===== src/rtl/seg7_pkg.sv =====
// Shared seven-segment definitions: active-low hex glyphs, scan FSM states
// and default timing parameters used by the decoder and the display driver.
package seg7_pkg;

   localparam int SETTLE_CYCLES_DEF  = 4;
   localparam int TIMEOUT_CYCLES_DEF = 65536;

   // Active-low patterns, bit0 = segment a ... bit6 = segment g
   localparam logic [6:0] GLYPH_0 = 7'h40;
   localparam logic [6:0] GLYPH_1 = 7'h79;
   localparam logic [6:0] GLYPH_2 = 7'h24;
   localparam logic [6:0] GLYPH_3 = 7'h30;
   localparam logic [6:0] GLYPH_4 = 7'h19;
   localparam logic [6:0] GLYPH_5 = 7'h12;
   localparam logic [6:0] GLYPH_6 = 7'h02;
   localparam logic [6:0] GLYPH_7 = 7'h78;
   localparam logic [6:0] GLYPH_8 = 7'h00;
   localparam logic [6:0] GLYPH_9 = 7'h10;
   localparam logic [6:0] GLYPH_A = 7'h08;
   localparam logic [6:0] GLYPH_B = 7'h03;
   localparam logic [6:0] GLYPH_C = 7'h46;
   localparam logic [6:0] GLYPH_D = 7'h21;
   localparam logic [6:0] GLYPH_E = 7'h06;
   localparam logic [6:0] GLYPH_F = 7'h0E;

   localparam logic [15:0][6:0] GLYPH_TBL = {
      GLYPH_F, GLYPH_E, GLYPH_D, GLYPH_C, GLYPH_B, GLYPH_A, GLYPH_9, GLYPH_8,
      GLYPH_7, GLYPH_6, GLYPH_5, GLYPH_4, GLYPH_3, GLYPH_2, GLYPH_1, GLYPH_0
   };

   typedef enum logic [1:0] {
      ST_WAIT   = 2'd0,
      ST_SETTLE = 2'd1,
      ST_HOLD   = 2'd2
   } scan_state_e;

   function automatic logic an_legal(input logic [3:0] an);
      return ($countones(~an) == 1);
   endfunction

endpackage


===== src/rtl/seg7_to_nibble.sv =====
// Combinational glyph decoder: active-low segment pattern to hex nibble,
// with a flag that is low for any pattern that is not one of the 16 glyphs.
module seg7_to_nibble
   import seg7_pkg::*;
(
   input  logic [6:0] pattern_i,
   output logic [3:0] nibble_o,
   output logic       legal_o
);

   always_comb begin
      nibble_o = 4'h0;
      legal_o  = 1'b0;
      for (int i = 0; i < 16; i++) begin
         if (pattern_i == GLYPH_TBL[i]) begin
            nibble_o = 4'(i);
            legal_o  = 1'b1;
         end
      end
   end

endmodule


===== src/rtl/seg7_scan_decoder.sv =====
// Recovers a 4-digit hex value by snooping a multiplexed 7-segment display
// bus: each digit is captured once its anode/segment pair has settled.
module seg7_scan_decoder
   import seg7_pkg::*;
#(
   parameter int SETTLE_CYCLES  = SETTLE_CYCLES_DEF,
   parameter int TIMEOUT_CYCLES = TIMEOUT_CYCLES_DEF
)(
   input  logic        clock,
   input  logic        reset,
   input  logic [3:0]  AN,
   input  logic [6:0]  seven,
   output logic [15:0] value,
   output logic        valid,
   output logic        frame_stb,
   output logic        seg_err
);

   localparam int SW = (SETTLE_CYCLES > 1) ? $clog2(SETTLE_CYCLES) : 1;
   localparam int TW = $clog2(TIMEOUT_CYCLES + 1);
   localparam logic [SW-1:0] SETTLE_LAST = SW'(SETTLE_CYCLES - 1);
   localparam logic [TW-1:0] TMO_MAX     = TW'(TIMEOUT_CYCLES);
   localparam logic [TW-1:0] TMO_LAST    = TW'(TIMEOUT_CYCLES - 1);

   logic [3:0]      an_s1_q, an_s2_q, an_prev_q;
   logic [6:0]      sev_s1_q, sev_s2_q, sev_prev_q;
   scan_state_e     state_q, state_d;
   logic [SW-1:0]   cnt_q, cnt_d;
   logic [TW-1:0]   tmo_q, tmo_d;
   logic [3:0][3:0] slot_q, slot_d;
   logic [3:0]      seen_q, seen_d;
   logic [15:0]     value_q, value_d;
   logic            valid_q, valid_d, stb_q, stb_d, err_q, err_d;
   logic [3:0]      nib;
   logic            glyph_ok, changed, an_ok, capture, good_cap, complete;
   logic [1:0]      sel;

   seg7_to_nibble u_dec (
      .pattern_i (sev_s2_q),
      .nibble_o  (nib),
      .legal_o   (glyph_ok)
   );

   // The third stage keeps the previous synchronized sample for change detection
   always_ff @(posedge clock or posedge reset) begin
      if (reset) begin
         an_s1_q    <= '1;
         an_s2_q    <= '1;
         an_prev_q  <= '1;
         sev_s1_q   <= '1;
         sev_s2_q   <= '1;
         sev_prev_q <= '1;
      end else begin
         an_s1_q    <= AN;
         an_s2_q    <= an_s1_q;
         an_prev_q  <= an_s2_q;
         sev_s1_q   <= seven;
         sev_s2_q   <= sev_s1_q;
         sev_prev_q <= sev_s2_q;
      end
   end

   assign changed  = (an_s2_q != an_prev_q) || (sev_s2_q != sev_prev_q);
   assign an_ok    = an_legal(an_s2_q);
   assign good_cap = capture && glyph_ok;
   assign complete = (seen_q == 4'hF);

   always_comb begin
      sel = 2'd0;
      for (int i = 0; i < 4; i++) begin
         if (!an_s2_q[i]) sel = 2'(i);
      end
   end

   always_comb begin
      state_d = state_q;
      cnt_d   = cnt_q;
      capture = 1'b0;
      unique case (state_q)
         ST_WAIT: begin
            if (an_ok) begin
               state_d = ST_SETTLE;
               cnt_d   = '0;
            end
         end
         ST_SETTLE: begin
            if (changed) begin
               cnt_d = '0;
               if (!an_ok) state_d = ST_WAIT;
            end else if (cnt_q == SETTLE_LAST) begin
               capture = 1'b1;
               state_d = ST_HOLD;
            end else begin
               cnt_d = cnt_q + SW'(1);
            end
         end
         ST_HOLD: begin
            if (changed) begin
               cnt_d   = '0;
               state_d = an_ok ? ST_SETTLE : ST_WAIT;
            end
         end
         default: state_d = ST_WAIT;
      endcase
   end

   // Frame completion takes priority over a coincident timeout
   always_comb begin
      slot_d  = slot_q;
      seen_d  = seen_q;
      value_d = value_q;
      valid_d = valid_q;
      tmo_d   = tmo_q;
      stb_d   = 1'b0;
      err_d   = capture && !glyph_ok;
      if (complete) begin
         value_d = slot_q;
         stb_d   = 1'b1;
         valid_d = 1'b1;
         seen_d  = '0;
         tmo_d   = '0;
      end else if (good_cap) begin
         slot_d[sel] = nib;
         seen_d[sel] = 1'b1;
         tmo_d       = '0;
      end else if (tmo_q == TMO_LAST) begin
         tmo_d   = TMO_MAX;
         valid_d = 1'b0;
         seen_d  = '0;
      end else if (tmo_q != TMO_MAX) begin
         tmo_d = tmo_q + TW'(1);
      end
   end

   always_ff @(posedge clock or posedge reset) begin
      if (reset) begin
         state_q <= ST_WAIT;
         cnt_q   <= '0;
         tmo_q   <= '0;
         slot_q  <= '0;
         seen_q  <= '0;
         value_q <= '0;
         valid_q <= 1'b0;
         stb_q   <= 1'b0;
         err_q   <= 1'b0;
      end else begin
         state_q <= state_d;
         cnt_q   <= cnt_d;
         tmo_q   <= tmo_d;
         slot_q  <= slot_d;
         seen_q  <= seen_d;
         value_q <= value_d;
         valid_q <= valid_d;
         stb_q   <= stb_d;
         err_q   <= err_d;
      end
   end

   assign value     = value_q;
   assign valid     = valid_q;
   assign frame_stb = stb_q;
   assign seg_err   = err_q;

endmodule


===== config.mk =====
export PLATFORM = sky130hd
export DESIGN_NAME = seg7_scan_decoder
export DESIGN_NICKNAME = d
export VERILOG_FILES = /design/src/rtl/seg7_pkg.sv /design/src/rtl/seg7_to_nibble.sv /design/src/rtl/seg7_scan_decoder.sv
export SDC_FILE = /design/constraint.sdc
export NUM_CORES = 1
export LEC_CHECK = 0
export BUFFER_PORTS_ARGS = -buffer_cell sky130_fd_sc_hd__buf_2
export CORE_MARGIN = 3
export CORE_UTILIZATION = 55
export DETAILED_ROUTE_END_ITERATION = 6
export PLACE_DENSITY = 0.8
export SYNTH_ARGS = -nofsm -noshare
export SYNTH_HDL_FRONTEND = slang
export SYNTH_SLANG_ARGS = --single-unit

===== constraint.sdc =====
create_clock -name clock -period 6.85 [get_ports clock]
set_clock_uncertainty 0.05 [all_clocks]
set_input_delay 0.685 -clock clock [delete_from_list [all_inputs] [get_ports clock]]
set_output_delay 0.685 -clock clock [all_outputs]
set_load 0.02 [all_outputs]

==> results of run 1 <==
[Yosys cell counts (all sizes together) (2+ instances only)]
library cell  count
a21boi            2
nor4              5
o21ai             8
buf              10
nor3              4
a211oi            4
a22oi             2
or3               4
dfrtp            60
nand3            10
xor2              9
nand2            63
nor2b             4
a31oi             3
nand2b            2
and4b             2
dfstp            33
o31ai             2
nand3b            3
a21oi             4
xnor2            18
nand4            10
ha                6
inv              17
or2               2
and2              3
nor2             29
and4              2
and3              2
clkbuf            4
mux2             16
[area by class of cell]
cell class              instances  area (µm²)  area share [%]
well taps                      96         120            2.67
repair buffers                 33         170            3.79
clock inverters                 5        37.5           0.836
multi-input cells             236        1580            35.1
flip-flops and latches         93        2370            52.7
inverters                      17        65.1            1.45
clock buffers                  11         153            3.40
[power by group]
part	internal [W]	total [W]	switching (W)
registers	0.000568	0.000582	0.0000145
clock network	0.000157	0.000351	0.000193
logic	0.0000185	0.0000458	0.0000273
[layer usage]
layer	wire, µm	global-route usage [%]	vias to the layer above	part of all wire (%)
met5	0	0	-	0
met4	124	7.05	0	1.8
met3	282	3.49	10	4.1
met2	3290	27.9	68	48
met1	3220	24.6	1271	47
li1	-	-	1275	-
[metrics by stage]
stage / power [W] / area [µm²] / worst slack (ns)
after detailed placement: 0.000639 / 4300 / 3.95
after global placement: 0.000636 / 4300 / 4.04
after CTS: 0.000990 / 4490 / 3.94
after global routing: 0.00102 / 4490 / 3.74
final: 0.000979 / 4490 / 3.96
after floorplan: 0.000625 / 4100 / 3.75
[how the worst max path moves through the flow]
| stage | slack (ns) | depth (start not counted) | to |
|---|---|---|---|
| 2_1_floorplan | 3.75 | 1 | cnt_q[0] |
| 6_report | 3.96 | 6 | slot_q[2] |
| 5_1_grt | 3.74 | 6 | slot_q[1] |
| 3_3_place_gp | 4.04 | 6 | slot_q[3] |
| 4_1_cts | 3.94 | 6 | slot_q[2] |
| 3_5_place_dp | 3.95 | 6 | slot_q[2] |
[cells by family after synthesis]
family | Yosys count
simple gates | 151
buf+inv | 31
xor+xnor | 27
mux | 16
flops | 93
compound gates | 34
fa+ha+maj | 8
[state kept, by name, indices dropped and copies added, names as in the netlist]
signal and flops:
sev_prev_q 7, an_s2_q 4, an_prev_q 4, seen_q 4, value 16, slot_q 16, seg_err 1, an_s1_q 4
frame_stb 1, tmo_q 17, valid 1, state_q 2, sev_s1_q 7, cnt_q 2, sev_s2_q 7
==> results by group, run 1 <==
Outcome
  • Status: finished clean

Yosys
  • Mapped Area: 4100 µm²
  • Syn Nets: 380
  • Post-synth EDFFs: 0
  • Average cell area after synthesis: 11.4 µm²
  • Distinct cell type count of the synthesized netlist: 63
  • Share of async-settable or async-resettable flops after synthesis: 100%
  • Share of synthesized area occupied by flip-flops and latches: 57.8%
  • Synth area leaders: sky130_fd_sc_hd__dfrtp_1 37%, sky130_fd_sc_hd__dfstp_2 21%, sky130_fd_sc_hd__nand2_1 5.8%, sky130_fd_sc_hd__xnor2_1 3.8%, sky130_fd_sc_hd__mux2_4 2.9%
  • Post-Synth XOR/XNOR Area: 5.77%
  • Total of warnings raised by yosys: 0
  • Simple-gate portion of the synthesized area: 18.8%
  • Synthesis-stage register bit count: 93
  • Dominant combinational cell family by area after synthesis: simple AND/OR/NAND/NOR gates
  • Top-area cell type share of the netlist area: 36.7%
  • Fraction of synthesized area in multiplexers: 5.13%
  • Prevailing post-synth register cell: sky130_fd_sc_hd__dfrtp_1
  • Compound-Gate Fraction of Synth Area: 6.26%
  • Synth Area in Adders: 2.57%
  • Cell taking the most area after synthesis: sky130_fd_sc_hd__dfrtp_1
  • Instance count of the mapped netlist: 360

Critical path
  • Critical Path End Type: flop
  • Data required time at the worst endpoint: 7.05 ns
  • Cells along the critical path: nor2b_2, a31oi_1, o311ai_2, o31ai_2, or4b_1, mux2_4
  • Timing startpoint of the critical path: sev_s2_q[1]
  • Data arrival time of the critical path: 3.09 ns
  • Crit path buffers/inverters: 0
  • Register-to-Register Setup Slack: 3.96 ns
  • Path depth of the worst reg2reg path: 6
  • Largest delay contributor family on the critical path: simple AND/OR/NAND/NOR gates
  • R2R Path Start: sev_s2_q[1]
  • Crit-path slowest cell: sky130_fd_sc_hd__or4b_1
  • Category of the worst setup path launch point: flop
  • Kind of critical path: reg2reg
  • Endpoint of the most critical register-to-register path: slot_q[2]
  • CP max FO: 14
  • Critical Path Max Stage Delay: 0.69 ns

Worst hold path
  • Type of the most critical hold path: in2async

Power
  • Power density over the cells: 218 nW/µm²
  • Static Leak: 2.16 nW
  • Max IR drop VDD: 0.113 mV

Timing
  • Final worst hold slack: 0.222 ns
  • Max-Slew Margin vs Limit: 43.2%
  • FMAX: 346 MHz
  • RSZ-0062 raised after global routing: no
  • Crit share post-route: 42.2%
  • Slew of the pin with the lowest slew margin: 0.852 ns
  • Total of endpoints with negative setup slack in the final report: 0
  • Setup Total Neg Slack: 0 ns
  • Count of endpoints failing hold in the final timing report: 0
  • Final period demand of the worst path: 2.89 ns
  • Pins over their slew limit: 0

Finish
  • Post-layout instance count excluding filler cells: 491
  • Count of antenna diodes in the layout: 0
  • Most frequent standard cell in the layout excluding fill and tap cells: sky130_fd_sc_hd__nand2_1
  • Final core area utilization: 64.0%
  • Number of fill cells: 570
  • Number of nets in the finished design: 410
  • Area growth, synth to finish: 9.62%
  • Leading cell types in the layout, fill and taps excluded: 63 x sky130_fd_sc_hd__nand2_1, 60 x sky130_fd_sc_hd__dfrtp_1, 33 x sky130_fd_sc_hd__dfstp_2, 31 x sky130_fd_sc_hd__buf_2, 29 x sky130_fd_sc_hd__nor2_1
  • Fraction of final layout cells sized beyond drive strength 1: 28.9%

Floorplanning
  • Starting Density: 58.4%
  • Floorplan die width: 92.3 µm
  • Core Area: 7020 µm²
  • Number of cell rows: 30
  • # IOs: 32
  • Die height: 92.3 µm
  • Area enclosed by the die boundary: 8520 µm²

Clock tree
  • TritonCTS buffer count: 9
  • Maximum buffer depth of the clock tree: 2
  • Clock slew seen by the registers of the worst setup and hold paths: 0.09 ns
  • Hold_buf cts: 0
  • Master cell of the clock root buffer: sky130_fd_sc_hd__clkbuf_8
  • H-tree depth: 3
  • Post-cts gate resize count: 0
  • Clock tree from TritonCTS: yes
  • Clock sink count: 93
  • Buffer count from post-CTS setup fixing: 0
  • Clock latency on the worst-skew pair: 0.36 ns

Global route
  • Maximum number of pins on one net before global-route repair: 74
  • Overflow left after global routing: 0
  • Initial antenna violation count: 0
  • Vias in the first global route: 2529
  • All-Layer GR Usage: 17.8%
  • Wire length of the first global-routing pass: 12000 µm

Routing
  • Initial DRC count: 228
  • Average wire per cell in the routed design: 14.1 µm
  • Number of detailed-routing iterations run before antenna repair: 5
  • Final routed DRC violation total: 0
  • Number of nets with antenna violations after routing: 0
  • Vias/cell: 5.34
  • Vias after detailed routing: 2624
  • Wire length after detailed routing: 6920 µm

Place
  • Post-DP HPWL: 4800 µm
  • PortBufs: 31
  • Number of cells in the design after placement: 475
  • Weighted congestion at the end of routability-driven global placement: 0.908

Flow run
  • Max-cap violations: 0
Note: power is estimated with default switching activity, not from simulation.
==> run 2, diff against run 1 <==
Clock period 6.85 ns to 2.7 ns, I/O delays scaled along.
==> run 2 against run 1 <==
Against the previous run: sequential share of layout area down 3.1 points; combinational power grew to 3.4 times the previous value; wire length increased by 5.1%; fmax up 11%; clock-buffer cell count fell by 2; final cell count grew 5.5%; non-clock buffer count is 27 higher; cell area is 6.3% higher; first-iteration DRC count down 21%; sequential cell count unchanged; critical endpoint is now slot_q[11]; largest cell class unchanged.
==> results by group, run 2 (synthesis gave the netlist of run 1 again) <==
Outcome
  • Status: finished clean (unchanged)

Finish
  • Sequential cell area: 2370 µm² (unchanged)
  • Count of antenna diodes in the layout: 0 (unchanged)
  • Multi-input combinational cell area: 1600 µm² (was 1580 µm²)
  • Number of nets in the finished design: 437 (was 410)
  • Final cell area excluding filler cells: 4770 µm² (was 4490 µm²)
  • Most frequent standard cell in the layout excluding fill and tap cells: sky130_fd_sc_hd__nand2_1 (unchanged)
  • Top reg by flops: tmo_q (unchanged)
  • Area growth, synth to finish: 16.6% (was 9.62%)
  • Leading cell types in the layout, fill and taps excluded: 63 x sky130_fd_sc_hd__nand2_1, 60 x sky130_fd_sc_hd__dfrtp_1, 33 x sky130_fd_sc_hd__dfstp_2, 31 x sky130_fd_sc_hd__buf_2, 29 x sky130_fd_sc_hd__nor2_1 (unchanged)
  • Post-layout instance count excluding filler cells: 518 (was 491)
  • Max reg flops: 17 (unchanged)
  • Number of fill cells: 542 (was 570)
  • Fraction of final layout cells sized beyond drive strength 1: 32.0% (was 28.9%)

Clock tree
  • Clock sink count: 93 (unchanged)
  • Clock tree from TritonCTS: yes (unchanged)
  • H-tree depth: 3 (unchanged)
  • Clock slew seen by the registers of the worst setup and hold paths: 0.10 ns (was 0.09 ns)
  • Master cell of the clock root buffer: sky130_fd_sc_hd__clkbuf_8 (unchanged)
  • TritonCTS buffer count: 9 (unchanged)
  • Maximum buffer depth of the clock tree: 2 (unchanged)
  • Clock latency on the worst-skew pair: 0.36 ns (about the same)

Power
  • Final Total Pwr: 0.00257 W (was 0.000979 W)
  • Max IR drop VDD: 0.386 mV (was 0.113 mV)
  • Clock network power share: 36.7% (was 35.8%)
  • Proportion of power drawn by combinational gates: 6.1% (was 4.7%)
  • Sequential power share: 57.2% (was 59.5%)
  • Net switching share of the total power: 23.9% (was 24.0%)
  • Internal power component: 0.00195 W (was 0.000744 W)
  • Power density over the cells: 538 nW/µm² (was 218 nW/µm²)
  • Reported net switching power: 0.000613 W (was 0.000235 W)
  • Static Leak: 2.30 nW (was 2.16 nW)

Global route
  • Wire length of the first global-routing pass: 12500 µm (was 12000 µm)
  • Overflow left after global routing: 0 (unchanged)
  • Maximum number of pins on one net before global-route repair: 66 (was 74)
  • All-Layer GR Usage: 18.6% (was 17.8%)
  • Initial antenna violation count: 0 (unchanged)
  • Vias in the first global route: 2724 (was 2529)

Floorplanning
  • Number of cell rows: 30 (unchanged)
  • Floorplan die width: 92.3 µm (unchanged)
  • Area enclosed by the die boundary: 8520 µm² (unchanged)
  • Die height: 92.3 µm (unchanged)
  • # IOs: 32 (unchanged)
  • Starting Density: 58.4% (unchanged)
  • Core Area: 7020 µm² (unchanged)

Routing
  • Number of detailed-routing iterations run before antenna repair: 4 (was 5)
  • Final routed DRC violation total: 0 (unchanged)
  • Vias after detailed routing: 2754 (was 2624)
  • Vias/cell: 5.32 (was 5.34)
  • Average wire per cell in the routed design: 14.0 µm (was 14.1 µm)
  • Number of nets with antenna violations after routing: 0 (unchanged)
  • Initial DRC count: 180 (was 228)
  • Wire length after detailed routing: 7270 µm (was 6920 µm)

Timing
  • RSZ-0062 raised after global routing: yes (was no)
  • Pins over their slew limit: 0 (unchanged)
  • Total of endpoints with negative setup slack in the final report: 0 (unchanged)
  • Setup Total Neg Slack: 0 ns (unchanged)
  • Max-Slew Margin vs Limit: 49.1% (was 43.2%)
  • Count of endpoints failing hold in the final timing report: 0 (unchanged)
  • Final period demand of the worst path: 2.61 ns (was 2.89 ns)
  • Final worst hold slack: 0.309 ns (was 0.222 ns)
  • Crit share post-route: 96.8% (was 42.2%)
  • FMAX: 383 MHz (was 346 MHz)
  • Slew of the pin with the lowest slew margin: 0.758 ns (was 0.852 ns)

Place
  • Weighted congestion at the end of routability-driven global placement: 0.930 (was 0.908)
  • PortBufs: 31 (unchanged)
  • Post-DP HPWL: 4960 µm (was 4800 µm)
  • Number of cells in the design after placement: 490 (was 475)
  • Placed instance area: 4430 µm² (was 4300 µm²)

Critical path
  • Critical Path End Type: flop (unchanged)
  • Timing startpoint of the critical path: sev_s2_q[1] (unchanged)
  • Category of the worst setup path launch point: flop (unchanged)
  • Data arrival time of the critical path: 2.82 ns (was 3.09 ns)
  • Register-to-Register Setup Slack: 0.09 ns (was 3.96 ns)
  • Data required time at the worst endpoint: 2.90 ns (was 7.05 ns)
  • Kind of critical path: reg2reg (unchanged)
  • Endpoint of the most critical register-to-register path: slot_q[11] (was slot_q[2])
  • Capturing element of the worst setup path: slot_q[11] (was slot_q[2])
  • R2R Path Start: sev_s2_q[1] (unchanged)
  • CP max FO: 7 (was 14)
  • Path depth of the worst reg2reg path: 7 (was 6)

Worst hold path
  • Type of the most critical hold path: reg2reg (was in2async)

Flow run
  • Max-cap violations: 0 (unchanged)
run 2: cell types whose count changed in the layout (fill, tap and decap cells not counted), sizes merged:
cell and change:
buf +15, dlygate4sd3 +12, clkinv +3, clkbuf -2, bufinv +1, clkinvlp -1
inv -1
run 2: worst min-delay path by stage:
stage,startpoint,endpoint,slack [ns],cells past startpoint
finish,an_s1_q[1],an_s2_q[1],0.31,0
global route,sev_s1_q[5],sev_s2_q[5],0.31,0
CTS,an_s1_q[0],an_s2_q[0],0.31,0
detailed placement,reset,cnt_q[0],0.25,2
global placement,reset,cnt_q[1],0.24,2
floorplan,AN[0],an_s1_q[0],0.22,0
run 2: worst max-delay path, cell delays in order, from the launching register on:
cell,delay (ns)
sky130_fd_sc_hd__dfstp_2,0.55
sky130_fd_sc_hd__buf_4,0.15
sky130_fd_sc_hd__and4b_1,0.22
sky130_fd_sc_hd__and4b_2,0.22
sky130_fd_sc_hd__a311o_1,0.34
sky130_fd_sc_hd__or3_4,0.41
sky130_fd_sc_hd__nand4_1,0.20
sky130_fd_sc_hd__mux2_2,0.37
run 2: layout make-up:
class	count	share of cell area [%]
clock inverter	7	1.68
timing repair buffer	60	8.70
multi-input combinational	236	33.5
clock buffer	9	2.59
tap	96	2.52
inverter	17	1.36
sequential	93	49.6
run 2: routing by layer:
metal,vias to the layer above,global-route usage (%),share of wire (%)
met3,12,4.39,4.5
met1,1325,24.7,45
met2,84,29.7,49
met4,0,7.18,1.9
met5,-,0,0
li1,1333,-,-
run 2: metrics by stage:
stage,utilization (%),setup slack [ns]
2_1_floorplan,-,0.0143
3_3_place_gp,63.0,0.0698
3_5_place_dp,63.0,0.00809
4_1_cts,67.7,0.00763
5_1_grt,68.0,-0.0148
6_report,68.0,0.0874
run 2: power groups by stage:
| stage | clock [W] | combinational (W) | sequential (W) |
|---|---|---|---|
| final | 0.000943 | 0.000156 | 0.00147 |
| after CTS | 0.000963 | 0.000155 | 0.00147 |
| after global placement | 0 | 0.000136 | 0.00149 |
| after detailed placement | 0 | 0.000142 | 0.00149 |
| after floorplan | 0 | 0.000106 | 0.00148 |
| after global routing | 0.00103 | 0.000178 | 0.00147 |
run 2: repair_timing:
| action | in CTS | in global routing |
|---|---|---|
| hold buffers | 12 | 0 |
| gates resized for setup | 1 | 5 |
| setup buffers | 0 | 0 |
| pin swaps | 0 | 1 |
| setup endpoints to repair | 4 | 17 |
| hold endpoints to repair | 13 | 0 |
==> run 3, diff against run 2 <==
Settings changed: CORE_UTILIZATION 55 to 40, GPL_ROUTABILITY_DRIVEN set to 0, PLACE_DENSITY 0.8 to 0.63.
==> run 3 against run 2 <==
Against the previous run: fmax up 0.22%; wire length down 0.52%; power down 1.2%; sequential power about the same; register-to-register slack about the same; cell area up 1.4%; via count down 2.3%; final cell count up 8.1%; clock-buffer cell count up 2; non-clock buffer count up 5; global-route usage down 4.9 points; sequential cell count unchanged; largest cell class unchanged.
==> results by group, run 3 (synthesis gave the netlist of run 1 again) <==
Power
  • Final Total Pwr: 0.00254 W (was 0.00257 W)
  • Static Leak: 2.31 nW (was 2.30 nW)
  • Max IR drop VDD: 0.207 mV (was 0.386 mV)
  • Power density over the cells: 524 nW/µm² (was 538 nW/µm²)

Flow run
  • Max-cap violations: 0 (unchanged)

Critical path
  • Data arrival time of the critical path: 2.80 ns (was 2.82 ns)
  • Endpoint of the most critical register-to-register path: slot_q[3] (was slot_q[11])
  • Category of the worst setup path launch point: flop (unchanged)
  • Register-to-Register Setup Slack: 0.09 ns (about the same)
  • R2R Path Start: sev_s2_q[1] (unchanged)
  • Path depth of the worst reg2reg path: 6 (was 7)
  • Timing startpoint of the critical path: sev_s2_q[1] (unchanged)
  • Critical Path End Type: flop (unchanged)
  • Kind of critical path: reg2reg (unchanged)
  • CP max FO: 5 (was 7)
  • Data required time at the worst endpoint: 2.89 ns (was 2.90 ns)

Finish
  • Most frequent standard cell in the layout excluding fill and tap cells: sky130_fd_sc_hd__nand2_1 (unchanged)
  • Top reg by flops: tmo_q (unchanged)
  • Max reg flops: 17 (unchanged)
  • Count of antenna diodes in the layout: 0 (unchanged)
  • Leading cell types in the layout, fill and taps excluded: 63 x sky130_fd_sc_hd__nand2_1, 60 x sky130_fd_sc_hd__dfrtp_1, 33 x sky130_fd_sc_hd__dfstp_2, 31 x sky130_fd_sc_hd__buf_2, 29 x sky130_fd_sc_hd__nor2_1 (unchanged)
  • Number of fill cells: 869 (was 542)
  • Fraction of final layout cells sized beyond drive strength 1: 31.9% (was 32.0%)
  • Number of nets in the finished design: 442 (was 437)
  • Area growth, synth to finish: 18.2% (was 16.6%)

Timing
  • Final period demand of the worst path: 2.61 ns (about the same)
  • Final worst hold slack: 0.308 ns (was 0.309 ns)
  • Max-Slew Margin vs Limit: 55.0% (was 49.1%)
  • RSZ-0062 raised after global routing: yes (unchanged)
  • FMAX: 384 MHz (was 383 MHz)
  • Slew of the pin with the lowest slew margin: 0.670 ns (was 0.758 ns)
  • Total of endpoints with negative setup slack in the final report: 0 (unchanged)
  • Count of endpoints failing hold in the final timing report: 0 (unchanged)
  • Pins over their slew limit: 0 (unchanged)
  • Setup Total Neg Slack: 0 ns (unchanged)
  • Crit share post-route: 96.5% (was 96.8%)

Floorplanning
  • Number of cell rows: 36 (was 30)
  • Starting Density: 41.5% (was 58.4%)
  • Area enclosed by the die boundary: 11500 µm² (was 8520 µm²)
  • Core Area: 9860 µm² (was 7020 µm²)
  • Floorplan die width: 107 µm (was 92.3 µm)
  • Die height: 107 µm (was 92.3 µm)
  • # IOs: 32 (unchanged)

Global route
  • All-Layer GR Usage: 13.7% (was 18.6%)
  • Vias in the first global route: 2682 (was 2724)
  • Overflow left after global routing: 0 (unchanged)
  • Wire length of the first global-routing pass: 12500 µm (about the same)
  • Initial antenna violation count: 0 (unchanged)
  • Maximum number of pins on one net before global-route repair: 40 (was 66)

Worst hold path
  • Type of the most critical hold path: reg2reg (unchanged)
  • End point of the most critical hold path: sev_s2_q[2] (was an_s2_q[1])
  • Number of instances on the worst hold path: 0 (unchanged)
  • Hold wc startpoint: sev_s1_q[2] (was an_s1_q[1])

Clock tree
  • H-tree depth: 3 (unchanged)
  • Clock sink count: 93 (unchanged)
  • TritonCTS buffer count: 9 (unchanged)
  • Clock tree from TritonCTS: yes (unchanged)
  • Maximum buffer depth of the clock tree: 2 (unchanged)
  • Clock slew seen by the registers of the worst setup and hold paths: 0.08 ns (was 0.10 ns)
  • Master cell of the clock root buffer: sky130_fd_sc_hd__clkbuf_8 (unchanged)
  • Clock latency on the worst-skew pair: 0.36 ns (about the same)

Routing
  • Number of nets with antenna violations after routing: 0 (unchanged)
  • Vias/cell: 4.81 (was 5.32)
  • Vias after detailed routing: 2692 (was 2754)
  • Initial DRC count: 123 (was 180)
  • Average wire per cell in the routed design: 12.9 µm (was 14.0 µm)
  • Final routed DRC violation total: 0 (unchanged)
  • Number of detailed-routing iterations run before antenna repair: 4 (unchanged)
  • Wire length after detailed routing: 7230 µm (was 7270 µm)

Place
  • PortBufs: 31 (unchanged)
  • Post-DP HPWL: 5000 µm (was 4960 µm)

Outcome
  • Status: finished clean (unchanged)
-- run 3: layout make-up --
| class | instances | area, µm² | share of cell area [%] |
|---|---|---|---|
| tap | 133 | 166 | 3.44 |
| sequential | 93 | 2370 | 48.9 |
| clock buffer | 11 | 131 | 2.71 |
| timing repair buffer | 65 | 457 | 9.43 |
| multi-input combinational | 236 | 1590 | 32.9 |
| clock inverter | 5 | 58.8 | 1.21 |
| inverter | 17 | 65.1 | 1.34 |
-- run 3: worst max-delay path by stage --
| stage | endpoint | slack (ns) | cells after the start |
|---|---|---|---|
| global placement | slot_q[3] | 0.001 | 6 |
| global route | slot_q[3] | -0.02 | 6 |
| finish | slot_q[3] | 0.09 | 6 |
| CTS | slot_q[9] | 0.04 | 7 |
| detailed placement | slot_q[1] | -0.03 | 6 |
| floorplan | cnt_q[0] | 0.01 | 1 |
-- run 3: critical path, stage by stage, from the launching register on --
cell and delay, ns:
sky130_fd_sc_hd__dfstp_2 0.57, sky130_fd_sc_hd__or3b_1 0.37, sky130_fd_sc_hd__a211oi_2 0.30, sky130_fd_sc_hd__a311o_1 0.20
sky130_fd_sc_hd__o31ai_2 0.09, sky130_fd_sc_hd__or4b_4 0.60, sky130_fd_sc_hd__mux2_4 0.32
-- run 3: stage by stage --
stage          std cells  util (%)  setup WS [ns]  instance area [µm²]
2_1_floorplan        360         -         0.0143                 4100
3_3_place_gp         529      45.5        0.00146                 4490
3_5_place_dp         529      45.5        -0.0328                 4490
4_1_cts              557      48.7         0.0367                 4800
5_1_grt              560      49.1        -0.0213                 4840
6_report             560      49.1         0.0932                 4840
-- run 3: power by group --
part / leakage [nW] / internal (W) / switching (W)
clock network: 0.0916 / 0.000431 / 0.000476
registers: 1.17 / 0.00144 / 0.0000240
logic: 1.05 / 0.0000768 / 0.0000873
-- run 3: per-layer routing --
| layer | share of wire (%) | GRT usage, % |
|---|---|---|
| met1 | 48 | 17.5 |
| met2 | 47 | 21.9 |
| met3 | 3.6 | 2.89 |
| met4 | 1.9 | 7.12 |
| met5 | 0 | 0 |
-- run 3: timing repair --
| action | in CTS | in global routing |
|---|---|---|
| hold buffers | 12 | 0 |
| resized for setup | 2 | 3 |
| hold endpoints to repair | 27 | 0 |
| setup buffers | 0 | 3 |
| cloned | 0 | 0 |
| endpoints found under the setup margin | 5 | 12 |
| pin swaps | 0 | 1 |
